--- src/rtl/dot_product_ctrl.sv ---
// Dot-product sequencing controller.
// Streams `length` element pairs from two synchronous-read memories over a shared
// address, accumulates their unsigned products and returns the sum on a
// valid/ready handshake.
module dot_product_ctrl #(
    parameter int unsigned DATA_WIDTH = 8,
    parameter int unsigned ADDR_WIDTH = 5,
    parameter int unsigned LEN_WIDTH  = ADDR_WIDTH + 1,
    parameter int unsigned ACC_WIDTH  = 2 * DATA_WIDTH + ADDR_WIDTH
) (
    input  logic                  clk,
    input  logic                  rst,
    input  logic                  start,
    input  logic [ADDR_WIDTH-1:0] base_addr,
    input  logic [LEN_WIDTH-1:0]  length,
    output logic                  busy,
    output logic                  rd_en,
    output logic [ADDR_WIDTH-1:0] rd_addr,
    input  logic [DATA_WIDTH-1:0] mem1_data,
    input  logic [DATA_WIDTH-1:0] mem2_data,
    output logic [LEN_WIDTH-1:0]  elem_count,
    output logic [ACC_WIDTH-1:0]  result,
    output logic                  result_valid,
    input  logic                  result_ready
);

    typedef enum logic [1:0] {
        StIdle,
        StRead,
        StDrain,
        StDone
    } state_e;

    state_e                state_q, state_d;
    logic                  busy_q, busy_d;
    logic                  rd_en_q, rd_en_d;
    logic [ADDR_WIDTH-1:0] rd_addr_q, rd_addr_d;
    logic [LEN_WIDTH-1:0]  len_q, len_d;
    // Number of reads issued so far, counting the one currently on rd_en.
    logic [LEN_WIDTH-1:0]  issue_cnt_q, issue_cnt_d;
    // Set when the memories sampled an address on the last edge, so their
    // read data is valid this cycle.
    logic                  s1_valid_q, s1_valid_d;
    logic [ACC_WIDTH-1:0]  acc_q, acc_d;
    logic [LEN_WIDTH-1:0]  elem_count_q, elem_count_d;
    logic [ACC_WIDTH-1:0]  result_q, result_d;
    logic                  result_valid_q, result_valid_d;
    logic [ACC_WIDTH-1:0]  product;

    assign product = ACC_WIDTH'(mem1_data) * ACC_WIDTH'(mem2_data);

    // Next-state logic for the sequencer, read pipeline and accumulator.
    always_comb begin
        state_d        = state_q;
        rd_en_d        = rd_en_q;
        rd_addr_d      = rd_addr_q;
        len_d          = len_q;
        issue_cnt_d    = issue_cnt_q;
        acc_d          = acc_q;
        elem_count_d   = elem_count_q;
        result_d       = result_q;
        result_valid_d = result_valid_q;
        s1_valid_d     = rd_en_q;

        if (s1_valid_q) begin
            acc_d        = acc_q + product;
            elem_count_d = elem_count_q + LEN_WIDTH'(1);
        end

        unique case (state_q)
            StIdle: begin
                if (start) begin
                    len_d        = length;
                    acc_d        = '0;
                    elem_count_d = '0;
                    if (length != '0) begin
                        rd_en_d     = 1'b1;
                        rd_addr_d   = base_addr;
                        issue_cnt_d = LEN_WIDTH'(1);
                        state_d     = StRead;
                    end else begin
                        // Empty vector: answer immediately without touching memory.
                        result_d       = '0;
                        result_valid_d = 1'b1;
                        state_d        = StDone;
                    end
                end
            end
            StRead: begin
                if (issue_cnt_q == len_q) begin
                    rd_en_d = 1'b0;
                    state_d = StDrain;
                end else begin
                    rd_addr_d   = rd_addr_q + ADDR_WIDTH'(1);
                    issue_cnt_d = issue_cnt_q + LEN_WIDTH'(1);
                end
            end
            StDrain: begin
                if (!s1_valid_q && !rd_en_q && (elem_count_q == len_q)) begin
                    result_d       = acc_q;
                    result_valid_d = 1'b1;
                    state_d        = StDone;
                end
            end
            StDone: begin
                if (result_valid_q && result_ready) begin
                    result_valid_d = 1'b0;
                    state_d        = StIdle;
                end
            end
            default: state_d = StIdle;
        endcase

        busy_d = (state_d != StIdle);
    end

    // State and registered outputs; synchronous reset aborts any operation.
    always_ff @(posedge clk) begin
        if (rst) begin
            state_q        <= StIdle;
            busy_q         <= 1'b0;
            rd_en_q        <= 1'b0;
            rd_addr_q      <= '0;
            len_q          <= '0;
            issue_cnt_q    <= '0;
            s1_valid_q     <= 1'b0;
            acc_q          <= '0;
            elem_count_q   <= '0;
            result_q       <= '0;
            result_valid_q <= 1'b0;
        end else begin
            state_q        <= state_d;
            busy_q         <= busy_d;
            rd_en_q        <= rd_en_d;
            rd_addr_q      <= rd_addr_d;
            len_q          <= len_d;
            issue_cnt_q    <= issue_cnt_d;
            s1_valid_q     <= s1_valid_d;
            acc_q          <= acc_d;
            elem_count_q   <= elem_count_d;
            result_q       <= result_d;
            result_valid_q <= result_valid_d;
        end
    end

    assign busy         = busy_q;
    assign rd_en        = rd_en_q;
    assign rd_addr      = rd_addr_q;
    assign elem_count   = elem_count_q;
    assign result       = result_q;
    assign result_valid = result_valid_q;

endmodule

--- config.mk ---
export PLATFORM = sky130hd
export DESIGN_NAME = dot_product_ctrl
export DESIGN_NICKNAME = d
export VERILOG_FILES = /design/src/rtl/dot_product_ctrl.sv
export SDC_FILE = /design/constraint.sdc
export NUM_CORES = 1
export LEC_CHECK = 0
export CAP_MARGIN = 20
export CORE_MARGIN = 3
export CORE_UTILIZATION = 62
export DETAILED_ROUTE_END_ITERATION = 16
export PLACE_DENSITY_LB_ADDON = 0.05
export RECOVER_POWER = 50
export SLEW_MARGIN = 20
export SYNTH_ARGS = -nofsm -noshare
export SYNTH_HDL_FRONTEND = slang
export SYNTH_SLANG_ARGS = --single-unit
--- constraint.sdc ---
create_clock -name clk -period 8.7 [get_ports clk]
set_clock_uncertainty 0.05 [all_clocks]
set_input_delay 0.87 -clock clk [delete_from_list [all_inputs] [get_ports clk]]
set_output_delay 0.87 -clock clk [all_outputs]
set_load 0.01 [all_outputs]
Word level (Yosys, flattened, before mapping). Cells that the tools add are included.

Flip-flop bits (word level): 71. Input bits: 31. Output and inout port bits: 35. Word-level logic and storage cells: 77.

Add/sub/neg operators: 4. $mul: 1. Equality and inequality tests: 12. Multiplexer cells: 33. Reductions and logical operators: 16.

Operators by type and width (number): 21-bit two-way mux (6); 21-bit one-hot mux with 2 select lines (1); 6-bit two-way mux (6); 21-bit by 16-bit adder with 21-bit output (1); 8-bit by 8-bit multiplier with 16-bit output (1); 5-bit two-way mux (3); 2-bit != test, second input constant (7); 6-bit by 1-bit adder with 6-bit output, second input constant (2); 6-bit equality test (2); 6-bit one-hot mux with 2 select lines (1); 4-bit AND reduction (3); 2-bit two-way mux (5); 5-bit one-hot mux with 2 select lines (1); 2-bit one-hot mux with 4 select lines (1); 1-bit two-way mux (7); 2-bit nonzero test (3); 6-bit nonzero test (1); 5-bit by 1-bit adder with 5-bit output, second input constant (1); 5-bit AND reduction (1); 2-bit equality test, second input constant (2); 1-bit logical AND (3); 1-bit one-hot mux with 3 select lines (1); 3-bit nonzero test (1); 2-bit by 1-bit equality test with 1-bit output, second input constant (1); other kinds (4) (5).

Depth between registers and ports, before layout. Gate-level depths: netlist of the first run.

Depth after elaboration: 6. Mapped depth: 18. Depth with buffers taken out: 16.

Least setup slack after synthesis of the first run. OpenSTA, ideal clock, no wires.

Path type: in2reg. From: input mem2_data[1]. To: register acc_q[15]. Library setup time: 0.116 ns. Arrival time: 4.766 ns. Required time: 8.534 ns. Slack: 3.768 ns. Cell stages on the path: 16. Buffers on the path: 1. Cells stage by stage: clkbuf_1 nand2_1 fa_1 inv_1 fa_1 fa_1 inv_1 fa_1 inv_1 ha_1 a21o_1 a221oi_2 a21oi_1 a31oi_1 mux2i_1 a31o_2.

Cells in the longest elaborated chain, start to end: 5.

RTL lines: start, declared (line 20) `input logic [DATA_WIDTH-1:0] mem2_data,`; 8-bit by 8-bit multiplier with 16-bit output (*) (line 50) `assign product = ACC_WIDTH'(mem1_data) * ACC_WIDTH'(mem2_data);`; 21-bit by 16-bit adder with 21-bit output (*) (line 66) `acc_d = acc_q + product;`; 21-bit two-way mux (*) (line 65) `if (s1_valid_q) begin`; 21-bit two-way mux (line 72) `if (start) begin`; 21-bit two-way mux (*) (line 70) `unique case (state_q)`; end signal, assigned (line 127) `acc_q <= '0;`; end signal, assigned (line 139) `acc_q <= acc_d;`; end, declared (line 44) `logic [ACC_WIDTH-1:0] acc_q, acc_d;`.

Mark *: on every way between the ends. The rest lies on a longest branch, timed or not. A chain may end at the register's enable or synchronous reset.

Worst setup path in the final report of the first run.
From: input mem1_data[2]. To: register acc_q[18].

Cells in the longest elaborated chain, start to end: 5.

RTL lines: start, declared (line 19) `input logic [DATA_WIDTH-1:0] mem1_data,`; 8-bit by 8-bit multiplier with 16-bit output (*) (line 50); 21-bit by 16-bit adder with 21-bit output (*) (line 66); 21-bit two-way mux (*) (line 65); 21-bit two-way mux (line 72); 21-bit two-way mux (*) (line 70).

Marked as above.

==> key figures, run 1 <==
Place
  • Hpwl dp: between 9000 and 10000 µm
  • RePlAce Congestion: between 0.8 and 0.9
  • Port Buffers: between 60 and 70
  • Placed Instances: 830
  • DP Worst Slack: about 3 ns

Setup path
  • Crit path DAT: around 5.5 ns
  • Worst path required time: slightly below 9 ns
  • R2R Path End: acc_q[18]$_SDFF_PP0_
  • Worst setup SP type: primary input
  • R2R cell count: 15
  • CP Capture Type: flop
  • RR Startpoint: acc_q[6]$_SDFF_PP0_
  • Crit-path max FO: 8
  • FF-to-FF setup slack: 4.26 ns
  • Crit path kind: in -> reg

Floorplanning
  • Num rows: 34
  • Die Wd: 102 µm
  • Initial Util: between 60 and 70%
  • Die height: 102 µm
  • IO Count: 66
  • Core area: just under 0.009 mm²
  • Die area: 0.0104 mm²

Detailed routing
  • Routed Antenna Nets: 0
  • DR vias: roughly 4700
  • WL per Instance: roughly 14 µm
  • Vias/cell: approximately 5.6
  • Routed wire length: approximately 12000 µm
  • Drt drc: 0
  • Total iterations of the first detailed-routing run: 4
  • Iteration-0 DRC Markers: roughly 210

Outcome
  • Violated checks: capacitance limit, slew limit
  • Status: finished, violations left

Pwr
  • PD cells: 193 mW/mm²
  • Leakage: roughly 3.0 nW
  • VDD IR max: about 0.16 mV

Synthesis
  • Unique masters post-synth: 54
  • Avg Inst Size Synth: about 8.4 µm²
  • Post-synthesis sequential area ratio: between 20% and 30%
  • Top FF cell, synth: dfxtp_1
  • Ys async rst share: 0%
  • Compound-cell area share of the yosys netlist: between 10% and 20%
  • Post-synth EDFFs: 0
  • Post-synthesis mux area share: 3.35%
  • Post-Syn Area: around 0.0057 mm²
  • Area leader, netlist: dfxtp_1
  • YS warnings: 0
  • Share of the synthesized area in the top cell type: 24.9%
  • Syn Nets: approximately 800
  • Main area contributors after synthesis: dfxtp_1 (25%), fa_1 (18%), ha_1 (9.6%)
  • Register bit total from synthesis: between 70 and 80
  • Largest family of logic cells by synthesized area: adder cells
  • Adder-cell share of the synthesized area: 27.1%
  • Synth Instances: roughly 680
  • Post-synthesis simple-gate area fraction: about a fifth
  • XOR/XNOR share of the synthesized area: under 10%

Final layout
  • Antenna diodes: 0
  • Layout area overhead: 15.6%
  • Layout Utilization: 74.7%
  • Layout cell share with drive strength beyond 1: around 4.9%
  • Nets: between 800 and 900
  • Fin cells: around 850
  • Commonest non-fill, non-tap cell in the layout: inv_1
  • Commonest cells after routing, fill and taps aside: inv_1 (98), nand2_1 (82), dfxtp_1 (71)

STA
  • Max Clk Rate: 0.184 GHz
  • RSZ-0062 raised after global routing: false
  • Part of the cycle the worst path needs: roughly 62%
  • Slew Limit Fails: 42
  • Final Hold Violating Endpoints: 0
  • Setup slack after layout: around 3.3 ns
  • Slew @ Worst Pin: between 1.5 and 2 ns
  • Worst hold slack: about 0.4 ns
  • Min cycle time layout: approximately 5.4 ns
  • Setup TNS: 0 ns
  • Setup violations, final: 0
  • Worst slew margin: -24.8%

Hold path
  • Hold endpoint: result[19]$_SDFFE_PP0P_
  • Hold Path Depth: 2
  • Hold Startpoint: result[19]$_SDFFE_PP0P_
  • Hold Crit Class: reg -> reg

Global routing
  • Global Route Usage Sum: about a quarter
  • Vias in the first global route: approximately 4500
  • Global route total overflow: 0
  • First-pass GRT wire length: 20600 µm
  • Initial antenna violation count: 0
  • Largest net degree at the start of global routing: 42

Clock tree
  • Clock slew at reported path FFs: 0.07 ns
  • H-tree Lvls: 3
  • CTS tree: done
  • Post-cts sizing count: 0
  • Sink Count: 71
  • # Post-CTS Setup Buffers: 0
  • CTS buffer count: 9
  • Worst-Skew Late Latency: about 0.35 ns
  • Clock tree root driver cell: clkbuf_8
  • Clk buf depth: 2
  • CTS Hold Bufs: 0

Run
  • MaxCap Viol Count: 1
## how the worst max path moves through the flow
stage / start / endpoint / slack [ns] / cells after the start
finish: mem1_data[2] / acc_q[18]$_SDFF_PP0_ / 3.28 / 15
global route: mem1_data[5] / acc_q[18]$_SDFF_PP0_ / 3.07 / 16
CTS: mem2_data[7] / acc_q[15]$_SDFF_PP0_ / 3.36 / 16
detailed placement: mem2_data[7] / acc_q[15]$_SDFF_PP0_ / 2.99 / 16
global placement: mem2_data[7] / acc_q[15]$_SDFF_PP0_ / 3.08 / 16
floorplan: mem2_data[1] / acc_q[15]$_SDFF_PP0_ / 3.77 / 16
## routing by layer
metal,routed length (µm),track usage [%],vias to the layer above
li1,-,-,2318
met1,5520,34.0,2305
met2,5970,40.7,97
met3,520,4.91,9
met4,54,4.14,0
met5,0,0,-
## power by group
part	switching [mW]	internal (mW)
logic	0.377	0.271
registers	0.0226	0.346
clock network	0.123	0.139
total	0.522	0.755
## cell usage after synthesis (3+ instances only)
cell type and number:
nand3_1 31, ha_1 44, xor2_1 9, nor2b_1 5
nand4_1 9, inv_1 98, xnor2_1 19, nor2_1 37
o21ai_2 3, nand2b_1 7, mux2i_1 18, a211oi_1 3
o21ai_0 16, clkbuf_1 18, a21oi_1 49, a21oi_2 3
fa_1 50, o21a_1 4, and2_1 38, a21o_1 7
buf_2 4, dfxtp_1 71, a31oi_1 4, o211ai_1 4
nand2_1 82, or3_1 7, nor3_1 5
## kinds of logic after synthesis
group,after synthesis
AOI/OAI and AO/OA,111
xor gates and xnor gates,28
adders and majority gates,94
buffers and inverters,125
DFF,71
muxes,19
and+or+nand+nor,231
## through the flow
step,power (mW),area [µm²]
4_1_cts,1.28,6620
3_3_place_gp,1.00,6420
5_1_grt,1.39,6610
3_5_place_dp,1.02,6420
2_1_floorplan,0.884,5720
6_report,1.28,6610
## area by class of cell
class	count	area, µm²
multi-input cells	483	3810
fillers	686	2230
flip-flops and latches	71	1420
repair buffers	70	684
inverters	98	368
clock buffers	10	138
well taps	108	135
clock inverters	6	60.1
## worst max-delay path, cell delays in order
cell and delay (ns):
clkdlybuf4s50_1 0.55, and2_1 0.25, fa_1 0.51, fa_1 0.52, fa_1 0.55, inv_1 0.06, fa_1 0.52, inv_1 0.04
ha_1 0.38, a21oi_1 0.28, o21ai_1 0.19, a21o_1 0.19, a221oi_1 0.38, or3_1 0.18, a21oi_1 0.07
## state kept, by name, summed over array words and instances, names as in the netlist
name / count
state_q: 2
rd_addr: 5
result: 21
len_q: 6
result_valid: 1
acc_q: 21
elem_count: 6
rd_en: 1
s1_valid_q: 1
issue_cnt_q: 6
busy: 1
(Power assumes the default switching activity.)
==> run 2: changes to the inputs <==
--- a/config.mk
+++ b/config.mk
@@ -7,7 +7,7 @@
 export LEC_CHECK = 0
 export CAP_MARGIN = 20
 export CORE_MARGIN = 3
-export CORE_UTILIZATION = 62
+export CORE_UTILIZATION = 52
 export DETAILED_ROUTE_END_ITERATION = 16
 export PLACE_DENSITY_LB_ADDON = 0.05
 export RECOVER_POWER = 50
==> constraint.sdc (replaced) <==
create_clock -name clk -period 4.8 [get_ports clk]
set_clock_uncertainty 0.05 [all_clocks]
set_input_delay 0.48 -clock clk [delete_from_list [all_inputs] [get_ports clk]]
set_output_delay 0.48 -clock clk [all_outputs]
set_load 0.01 [all_outputs]
==> run 2 against run 1 <==
- the run still ends with capacitance limit, slew limit left
- sequential cell count unchanged
- worst hold slack improved by 0.0091 ns
- first-iteration DRC count decreased by 22%
- cell area increased by 5.5%
- critical path type unchanged
==> key figures, run 2 (synthesis gave the netlist of run 1 again) <==
Floorplanning
  • Die Wd: 111 µm (+8.7%)
  • Die area: 0.0123 mm² (+18%)
  • Initial Util: 54.4% (-10 points)
  • IO Count: 66 (unchanged)
  • Die height: 111 µm (+8.7%)
  • Num rows: 37 (+8.8%)
  • Core area: 0.0105 mm² (+19%)

Setup path
  • Crit path DAT: 4.81 ns (-0.73 ns)
  • Worst setup SP type: primary input
  • CP Capture Type: flop
  • CP endpoint: acc_q[15]$_SDFF_PP0_
  • R2R Path End: acc_q[15]$_SDFF_PP0_
  • R2R cell count: 15 (unchanged)
  • Crit path from: mem1_data[0]
  • Crit-path max FO: 5 (-3)
  • Worst path required time: 4.99 ns (-3.83 ns)
  • Crit path kind: in -> reg
  • RR Startpoint: acc_q[6]$_SDFF_PP0_
  • FF-to-FF setup slack: 0.47 ns (-3.79 ns)

Clock tree
  • Sink Count: 71 (unchanged)
  • Clock slew at reported path FFs: 0.08 ns (about the same)
  • Worst-Skew Late Latency: 0.35 ns (about the same)
  • CTS buffer count: 9 (unchanged)
  • H-tree Lvls: 3 (unchanged)
  • CTS tree: done
  • Clock tree root driver cell: clkbuf_8
  • Clk buf depth: 2 (unchanged)
  • CTS Hold Bufs: 0 (unchanged)

Detailed routing
  • Drt drc: 0 (unchanged)
  • Iteration-0 DRC Markers: 160 (-22%)
  • Vias/cell: 5.30 (-5.1%)
  • Metal3 WL: 541 µm (+4.0%)
  • Routed wire length: 12800 µm (+5.7%)
  • DR vias: 4832 (+2.2%)
  • M1 wire length: 5870 µm (+6.4%)
  • Top Layer Used: met4
  • Total iterations of the first detailed-routing run: 5 (+1)
  • Met2 wire len: 6280 µm (+5.1%)
  • Routed Antenna Nets: 0 (unchanged)
  • WL per Instance: 14.0 µm (-1.8%)

Hold path
  • Hold Crit Class: reg -> reg
  • Hold Startpoint: result[14]$_SDFFE_PP0P_

STA
  • Min cycle time layout: 4.62 ns
  • Max Clk Rate: roughly 0.22 GHz
  • Slew @ Worst Pin: 1.89 ns (+0.0173 ns)
  • Slew Limit Fails: 42 (unchanged)
  • Final Hold Violating Endpoints: 0 (unchanged)
  • RSZ-0062 raised after global routing: false
  • Setup violations, final: 0 (unchanged)
  • Part of the cycle the worst path needs: between 90% and 100%
  • Worst hold slack: 0.406 ns (+0.00914 ns)
  • Worst slew margin: -25.9% (-1.2 points)

Global routing
  • Global Route Usage Sum: 20.9% (-3.7 points)
  • First-pass GRT wire length: 21600 µm (+4.6%)
  • Vias in the first global route: 4531 (+1.7%)
  • Initial antenna violation count: 0 (unchanged)
  • Largest net degree at the start of global routing: 42 (unchanged)
  • Global route total overflow: 0 (unchanged)

Run
  • MaxCap Viol Count: 1 (unchanged)

Pwr
  • Reg power frac: 25.8% (-3.0 points)
  • P_sw: 1.02 mW (+96%)
  • VDD IR max: 0.212 mV (+34%)
  • Clock share of power: 18.9% (-1.6 points)
  • Switching part of the total: 39.6% (-1.3 points)
  • Final Power: 2.59 mW (+100%)
  • Logic pwr share: 55.3% (+4.6 points)
  • PD cells: 371 mW/mm² (+92%)
  • Leakage: 3.29 nW (+9.1%)
  • P_int: 1.56 mW (+110%)

Final layout
  • Nets: 895 (+4.3%)
  • Commonest non-fill, non-tap cell in the layout: inv_1
  • Layout area overhead: 22.1%
  • Layout cell share with drive strength beyond 1: 10.2% (+5.3 points)
  • Commonest cells after routing, fill and taps aside: inv_1 (98), nand2_1 (82), dfxtp_1 (71)
  • Antenna diodes: 0 (unchanged)

Place
  • Port Buffers: 65 (unchanged)
  • Hpwl dp: 10300 µm (+7.3%)
  • RePlAce Congestion: 0.915 (+5.5%)

Outcome
  • Violated checks: capacitance limit, slew limit
  • Status: finished, violations left
==> run 2: changes by cell type in the layout (fill, tap and decap cells not counted), sizes merged, moves of 3 or more <==
cell,change
dlygate4sd2,+4
clkinv,-3
dlymetal6s2s,+10
inv,+3
buf,+37
clkdlybuf4s50,-14
==> run 2: timing repair <==
action | in CTS | in global routing
buffers inserted | 0 | 0
endpoints found under the hold margin | 0 | 0
cloned | 0 | 0
resized for setup | 6 | 13
setup endpoints to repair | 5 | 9
pin swaps | 1 | 5
==> run 2: worst max-delay path, stage by stage <==
cell and delay (ns):
clkdlybuf4s50_1 0.51, nand2_1 0.08, fa_1 0.46, fa_1 0.55, inv_1 0.06, fa_1 0.52
inv_1 0.05, fa_1 0.54, inv_1 0.07, ha_4 0.25, a21o_1 0.18, a221oi_2 0.32
a21oi_2 0.14, a31oi_1 0.27, mux2i_1 0.11, a31o_2 0.21
==> run 2: cell type report <==
cell class,instances,area (µm²)
multi-input combinational,483,3840
fill,911,3530
sequential,71,1420
timing repair buffer,107,982
inverter,98,368
tap,136,170
clock buffer,9,124
clock inverter,7,78.8
==> run 2: worst min-delay path by stage <==
stage,to,cells past startpoint,slack [ns]
2_1_floorplan,acc_q[13]$_SDFF_PP0_,2,0.40
6_report,result[14]$_SDFFE_PP0P_,2,0.41
5_1_grt,result[2]$_SDFFE_PP0P_,2,0.43
3_3_place_gp,result[1]$_SDFFE_PP0P_,2,0.39
4_1_cts,result[12]$_SDFFE_PP0P_,2,0.41
3_5_place_dp,result[20]$_SDFFE_PP0P_,2,0.39
==> run 2: layer usage <==
metal / vias up / global-route usage [%]
li1: 2396 / -
met1: 2336 / 28.8
met2: 93 / 34.5
met3: 7 / 4.31
met4: 0 / 3.28
met5: - / 0
==> run 2: power groups by stage <==
| stage | clock network, mW | logic [mW] | registers [mW] |
|---|---|---|---|
| finish | 0.488 | 1.43 | 0.667 |
| global route | 0.526 | 1.63 | 0.673 |
| floorplan | 0 | 0.928 | 0.674 |
| detailed placement | 0 | 1.41 | 0.682 |
| global placement | 0 | 1.38 | 0.680 |
| CTS | 0.497 | 1.43 | 0.668 |
==> run 2: metrics by stage <==
step           area [µm²]  TNS [ns]  std cells  util, %  setup WS (ns)
6_report             6980         0        911     66.4          0.182
5_1_grt              6980         0        911     66.4         0.0112
4_1_cts              6940         0        911     66.1         0.0238
3_5_place_dp         6740     -3.58        895     64.1         -0.425
3_3_place_gp         6740     -2.80        895     64.1         -0.406
2_1_floorplan        5720         0        679        -          0.258
